--- src/rtl/serial_alu_ctrl.sv ---
// serial_alu_ctrl: bit-serial sequencer driving an external combinational 1-bit ALU.
// Operand bits are presented LSB-first with a rippling carry. The ALU's y bits are
// shifted into a result register, and the completed word is published together
// with carry and zero flags.
module serial_alu_ctrl #(
  parameter int WIDTH = 8
) (
  input  logic             clk,
  input  logic             rst,
  input  logic             start,
  input  logic [2:0]       op,
  input  logic [WIDTH-1:0] opa,
  input  logic [WIDTH-1:0] opb,
  output logic             busy,
  output logic             done,
  output logic [WIDTH-1:0] result,
  output logic             carry_out,
  output logic             zero,
  output logic             alu_a,
  output logic             alu_b,
  output logic             alu_cin,
  output logic [2:0]       alu_sel,
  input  logic             alu_y,
  input  logic             alu_cout
);

  localparam int CW = (WIDTH > 2) ? $clog2(WIDTH) : 1;
  localparam logic [CW-1:0] LAST_IDX = CW'(WIDTH - 1);

  typedef enum logic [1:0] {S_IDLE, S_RUN, S_DONE} state_t;

  state_t           r_state;
  logic [CW-1:0]    r_cnt;
  logic             r_carry;
  logic             r_busy;
  logic             r_done;
  logic [WIDTH-1:0] r_result;
  logic             r_carry_out;
  logic             r_zero;
  logic [WIDTH-1:0] r_opa;
  logic [WIDTH-1:0] r_opb;
  logic [2:0]       r_op;
  logic [WIDTH-1:0] r_shift;

  logic             w_run;
  logic             w_accept;
  logic             w_arith;
  logic             w_last;
  logic [WIDTH-1:0] w_shift_nxt;

  assign w_run       = (r_state == S_RUN);
  // A new request is taken whenever no serial operation is in flight (IDLE or DONE).
  assign w_accept    = start && (r_state != S_RUN);
  // Only ADD and SUB use the carry chain; every other opcode sees cin=0.
  assign w_arith     = (r_op[2:1] == 2'b00);
  assign w_last      = (r_cnt == LAST_IDX);
  assign w_shift_nxt = {alu_y, r_shift[WIDTH-1:1]};

  // The ALU side is driven only while running, and is quiet in IDLE/DONE.
  assign alu_a   = w_run & r_opa[r_cnt];
  assign alu_b   = w_run & r_opb[r_cnt];
  assign alu_cin = w_run & w_arith & r_carry;
  assign alu_sel = w_run ? r_op : 3'b000;

  assign busy      = r_busy;
  assign done      = r_done;
  assign result    = r_result;
  assign carry_out = r_carry_out;
  assign zero      = r_zero;

  // Control FSM: sequences IDLE -> RUN (WIDTH cycles) -> DONE and publishes the flags.
  always_ff @(posedge clk) begin
    if (rst) begin
      r_state     <= S_IDLE;
      r_cnt       <= '0;
      r_carry     <= 1'b0;
      r_busy      <= 1'b0;
      r_done      <= 1'b0;
      r_result    <= '0;
      r_carry_out <= 1'b0;
      r_zero      <= 1'b0;
    end else begin
      case (r_state)
        S_IDLE, S_DONE: begin
          r_done <= 1'b0;
          if (start) begin
            r_state <= S_RUN;
            r_busy  <= 1'b1;
            r_cnt   <= '0;
            // SUB is computed as a + ~b + 1, so the chain is seeded with 1.
            r_carry <= (op == 3'b001);
          end else begin
            r_state <= S_IDLE;
          end
        end
        S_RUN: begin
          r_cnt   <= r_cnt + 1'b1;
          r_carry <= alu_cout;
          if (w_last) begin
            r_state     <= S_DONE;
            r_busy      <= 1'b0;
            r_done      <= 1'b1;
            r_result    <= w_shift_nxt;
            r_carry_out <= w_arith & alu_cout;
            r_zero      <= (w_shift_nxt == '0);
          end
        end
        default: r_state <= S_IDLE;
      endcase
    end
  end

  // Operand capture on acceptance, plus the internal LSB-first result shifter.
  always_ff @(posedge clk) begin
    if (w_accept) begin
      r_opa   <= opa;
      r_opb   <= opb;
      r_op    <= op;
      r_shift <= '0;
    end else if (w_run) begin
      r_shift <= w_shift_nxt;
    end
  end

endmodule

--- config.mk ---
export PLATFORM = sky130hd
export DESIGN_NAME = serial_alu_ctrl
export DESIGN_NICKNAME = d
export VERILOG_FILES = /design/src/rtl/serial_alu_ctrl.sv
export SDC_FILE = /design/constraint.sdc
export NUM_CORES = 1
export LEC_CHECK = 0
export BUFFER_PORTS_ARGS = -buffer_cell sky130_fd_sc_hd__buf_2
export CAP_MARGIN = 40
export CORE_MARGIN = 5
export CORE_UTILIZATION = 50
export CTS_BUF_LIST = sky130_fd_sc_hd__clkbuf_16
export DETAILED_ROUTE_END_ITERATION = 16
export PLACE_DENSITY = 0.81
export SLEW_MARGIN = 10
export SYNTH_ARGS = -nofsm -noshare
export SYNTH_HDL_FRONTEND = slang
export SYNTH_SLANG_ARGS = --single-unit
--- constraint.sdc ---
create_clock -name clk -period 2.1 [get_ports clk]
set_clock_uncertainty 0.15 [all_clocks]
set_input_delay 0.21 -clock clk [delete_from_list [all_inputs] [get_ports clk]]
set_output_delay 0.21 -clock clk [all_outputs]
set_load 0.02 [all_outputs]
Yosys cells after proc, flatten, opt, wreduce, memory -nomap -nowiden
Cells that the tools add are included.
{ "op_classes": {"n_addsub": 1, "multipliers": 0, "div": 0, "magnitude_cmp": 1, "eq_ne": 7, "shifts": 0, "muxes": 17, "n_bitwise": 5, "n_reduce_logical": 10} }
{ "ops": {"columns": ["op", "count"], "rows": [
  ["8-bit zero test", 1],
  ["1-bit 2-to-1 mux", 7],
  ["1-bit binary-select mux with 3-bit select", 2],
  ["3-bit 2-to-1 mux", 2],
  ["1-bit one-hot mux with 2 select lines", 3],
  ["3-bit one-hot mux with 2 select lines", 1],
  ["2-bit AND reduction", 3],
  ["1-bit bitwise AND", 5],
  ["2-bit zero test", 2],
  ["3-bit by 4-bit less-than comparator with 1-bit output (second input constant)", 1],
  ["2-bit by 1-bit != test with 1-bit output (second input constant)", 2],
  ["2-bit one-hot mux with 2 select lines", 1],
  ["3-bit by 1-bit adder with 3-bit output (second input constant)", 1],
  ["3-bit by 1-bit == test with 1-bit output (second input constant)", 1],
  ["3-bit == test (second input constant)", 1],
  ["3-bit AND reduction", 1],
  ["2-bit by 1-bit == test with 1-bit output (second input constant)", 1],
  ["2-bit == test (second input constant)", 1],
  ["2-bit 2-to-1 mux", 1],
  ["2-bit != test (second input constant)", 1],
  ["2-bit nonzero test", 1],
  ["2-bit OR reduction", 1],
  ["1-bit logical AND", 1]
]} }
{ "word_totals": {"reg_bits": 45, "latchBits": 0, "ram_bits": 0, "mem_bits_ro": 0, "in_bits": 24, "output_inout_bits": 18, "wordCells": 53, "memories": 0} }

Longest topological paths before layout
{ "depth": {"word_depth": 4, "mapped_depth": 6} }

Least setup slack after synthesis
No wires, ideal clock.
{ "synth_path": {"path_type": "reg-to-reg", "startpoint": "register r_state[1]", "endpoint": "register r_op[0], enable pin", "setup_ns": 0.377, "arrival_ns": 1.349, "t_required_ns": 1.573, "slack_ns": 0.224, "path_stages_with_launch": 4, "path_buffers": 1, "synth_period_minus_slack_ns": 1.876, "path_cell_list": "dfxtp_1 nand2b_1 clkbuf_1 and2_1"} }
{ "synth_via": {"elab_chain_cells": 2} }
{ "synth_lines": {"columns": ["item", "line", "source"], "rows": [
  ["start, declared", "32", "state_t r_state;"],
  ["start signal, assigned", "74", "r_state <= S_IDLE;"],
  ["start signal, assigned", "87", "r_state <= S_RUN;"],
  ["start signal, assigned", "93", "r_state <= S_IDLE;"],
  ["2-bit by 1-bit != test with 1-bit output", "53", "assign w_accept = start && (r_state != S_RUN);"],
  ["1-bit logical AND", "53", null],
  ["via w_accept", "46", "logic w_accept;"],
  ["end signal, assigned", "118", "r_op <= op;"],
  ["end, declared", "42", "logic [2:0] r_op;"]
]} }
The timed path passes the listed nets, and every way through them passes these cells.
A chain may end at the register's enable or synchronous reset.

Worst setup path after layout
{ "layout_path": {"startpoint": "register r_cnt[1]", "endpoint": "output port alu_a"} }
{ "layout_via": {"elab_chain_cells": 3} }
{ "layout_lines": {"columns": ["item", "line", "source"], "rows": [
  ["start, declared", "33", "logic [CW-1:0] r_cnt;"],
  ["start signal, assigned", "97", "r_cnt <= r_cnt + 1'b1;"],
  ["1-bit binary-select mux with 3-bit select", "60", "assign alu_a = w_run & r_opa[r_cnt];"],
  ["1-bit 2-to-1 mux (not written as such)", "60", null],
  ["1-bit bitwise AND", "60", null],
  ["end, declared", "19", "output logic alu_a,"]
]} }
No other way between the ends. The select of a mux whose other input is x is not followed.

==> results.json <==
{
  "intPower_mw": 1.45,
  "hold_start": "alu_y",
  "place.gp.congestion": 0.730,
  "grt_max_degree": 20,
  "fin_crit_ns": 1.96,
  "clock_latency_ns": 0.28,
  "finalInstanceArea_sq_um": 2280,
  "syn_to_final_growth_pct": 35.0,
  "power.switching_uw": 402,
  "drt-total-wl_microns": 3790,
  "grtUsageTotal_pct": 18.4,
  "cp-startpoint": "r_cnt[1]",
  "worst_setup_path_start_kind": "flip-flop",
  "syn_area_sq_um": 1690,
  "worstReg2RegStart": "r_cnt[1]",
  "syn_nets": 178,
  "routed_via_density": 5.21,
  "clk_pin_slew_ns": 0.06,
  "hold_class": "in2reg",
  "final_nets": 241,
  "p_total_mw": 1.85,
  "setup-violations-final": 0,
  "synth_cells": 152,
  "ys_ff_latch": 44,
  "postRouteAntennaNets": 0,
  "fill_cells": 262,
  "io_pins": 42,
  "worst_pin_slew_ns": 0.489,
  "syn_avg_cell_area_sq_um": 11.1,
  "synthTopCellsByArea": "edfxtp_1 (34%), dfxtp_1 (30%), nand2_1 (8.0%)",
  "drtIter0Drc": 88,
  "path_class": "reg2out",
  "seqPwrFrac_pct": 51.5,
  "p_comb_share_pct": 8.9,
  "antenna_cells": 0,
  "crit_fanout": 7,
  "cts_tree": "yes",
  "grt_pass1_wl_microns": 6070,
  "finalSetupTns_ns": 0,
  "cts-htree-levels": 2,
  "wl_per_cell_microns": 14.5,
  "dp_cells": 235,
  "power.density_nw_per_um2": 810,
  "placed_cell_area_sq_um": 1950,
  "leakage_nw": 0.946,
  "routed-via-count": 1364,
  "firstDrtPassIters": 4,
  "fmax_mhz": 510,
  "antenna_found_initial": 0,
  "drv_slew": 0,
  "num_rows": 21,
  "numCtsBuffers": 5,
  "end_kind": "output port",
  "dp_hpwl_microns": 2530,
  "register_area_sq_um": 1070,
  "synth_top_area_share_pct": 33.7,
  "status": "finished, final reports clean",
  "arrival_ns": 1.60,
  "cap_violations": 0,
  "drive_gt1_share_pct": 27.8,
  "hold_ws_ns": 0.0142,
  "max-vdd-ir-drop_mv": 0.718,
  "die-width_microns": 68.2,
  "die_area_sq_um": 4650,
  "clock-sinks": 44,
  "multiInputGateArea_sq_um": 598,
  "yosys_warnings": 0,
  "grt_pass1_vias": 1347,
  "synth_cell_types": 24,
  "layoutNonFillerInstCount": 262,
  "core_area_sq_um": 3310,
  "swShare_pct": 21.7,
  "clockRootBuffer": "clkbuf_16",
  "synth_top_area_cell": "edfxtp_1",
  "port_buffers": 41,
  "final-hold-violation-count": 0,
  "start_util_pct": 51.1,
  "post-route-period-util_pct": 93.3,
  "critical_path_required_ns": 1.74,
  "relSlewSlack_pct": 67.3,
  "cts_setup_buffers": 0,
  "drc": 0,
  "cts_buffer_depth": 2,
  "yosysSeqAreaShare_pct": 63.3,
  "grt-ovfl-total": 0,
  "rsz0062_at_grt": "false",
  "power_frac_clock_pct": 39.6,
  "die_y_microns": 68.2
}
-- routing by layer --
layer / GRT usage [%] / share of wire [%] / vias up
met3: 5.91 / 7.2 / 14
met4: 11.7 / 3.2 / 0
met2: 32.0 / 51 / 54
met1: 18.9 / 38 / 634
met5: 0 / 0 / -
li1: - / - / 662
-- placed cells by master (no fill, tap or decap), types with 2 or more instances in the layout --
cell	instances
ha_1	2
a21oi_1	16
nor4_1	4
a2111oi_0	2
a211oi_1	2
edfxtp_1	19
nor2_1	4
clkinv_2	2
buf_2	41
buf_4	3
dlygate4sd3_1	19
clkbuf_16	5
nand2b_1	2
nand3b_1	8
nand3_1	5
nor2b_1	6
dfxtp_1	24
and2_1	4
nand2_1	36
mux4_2	2
-- synthesized netlist by cell type --
cell type	number
nor2b_1	7
nand2_1	36
clkbuf_1	4
a211oi_2	1
edfxtp_1	19
buf_2	2
nand2b_4	1
o21a_1	1
and3_1	1
a2111oi_0	2
nor2_1	4
and3b_1	1
ha_1	2
and2_1	4
dfxtp_1	25
a211oi_1	2
nand2b_1	3
a21oi_1	16
buf_1	1
mux4_2	2
nor4_1	4
nand3_1	5
nand3b_1	8
or4b_4	1
-- worst max-delay path, stage by stage (launching register included) --
cell and delay, ns:
dfxtp_1 0.46, mux4_2 0.24, nor2b_1 0.05, nor4_1 0.33, buf_2 0.23
-- area by class of cell --
class | instances | area share [%]
Sequential cell | 44 | 46.9
Tap cell | 46 | 2.52
Multi-Input combinational cell | 101 | 26.2
Clock buffer | 5 | 5.48
Timing Repair Buffer | 63 | 18.3
Clock inverter | 3 | 0.602
-- logic make-up after synthesis --
group           after synthesis  share of synthesized area, %
simple gates                 75                          23.1
mux                           2                          2.66
compound gates               22                          7.83
fa+ha+maj                     2                          1.48
flops                        44                          63.3
buf+inv                       7                          1.70
-- repair_timing --
item | in CTS | in global routing
hold buffers | 19 | 0
endpoints found under the setup margin | 0 | 2
hold endpoints to repair | 19 | 0
gates resized for setup | 0 | 3
-- power groups by stage --
stage | Clock, mW | Sequential (mW) | Combinational, mW
6_report | 0.732 | 0.953 | 0.165
5_1_grt | 0.780 | 0.957 | 0.179
4_1_cts | 0.736 | 0.952 | 0.162
3_5_place_dp | 0 | 0.970 | 0.134
3_3_place_gp | 0 | 0.968 | 0.128
2_1_floorplan | 0 | 0.966 | 0.0817
-- sequential cells by signal, indices dropped and copies added (netlist names) --
name       flops
r_carry        1
done           1
zero           1
r_op           3
r_cnt          3
carry_out      1
r_opa          8
r_state        2
r_opb          8
r_shift        7
busy           1
result         8
-- final timing paths --
check                     to  cells past startpoint  slack [ns]
setup reg to reg   result[1]                      5        0.30
hold reg to reg    result[7]                      2        0.30
setup / recovery       alu_a                      4        0.14
hold / removal    r_shift[7]                      3        0.01
-- through the flow --
| step | setup WS, ns | utilization [%] |
|---|---|---|
| floorplan | 0.224 | - |
| global placement | 0.411 | 58.9 |
| detailed placement | 0.324 | 58.9 |
| CTS | 0.0196 | 68.8 |
| global route | 0.0130 | 69.0 |
| finish | 0.141 | 69.0 |
Note: power is estimated with default switching activity, not from simulation.
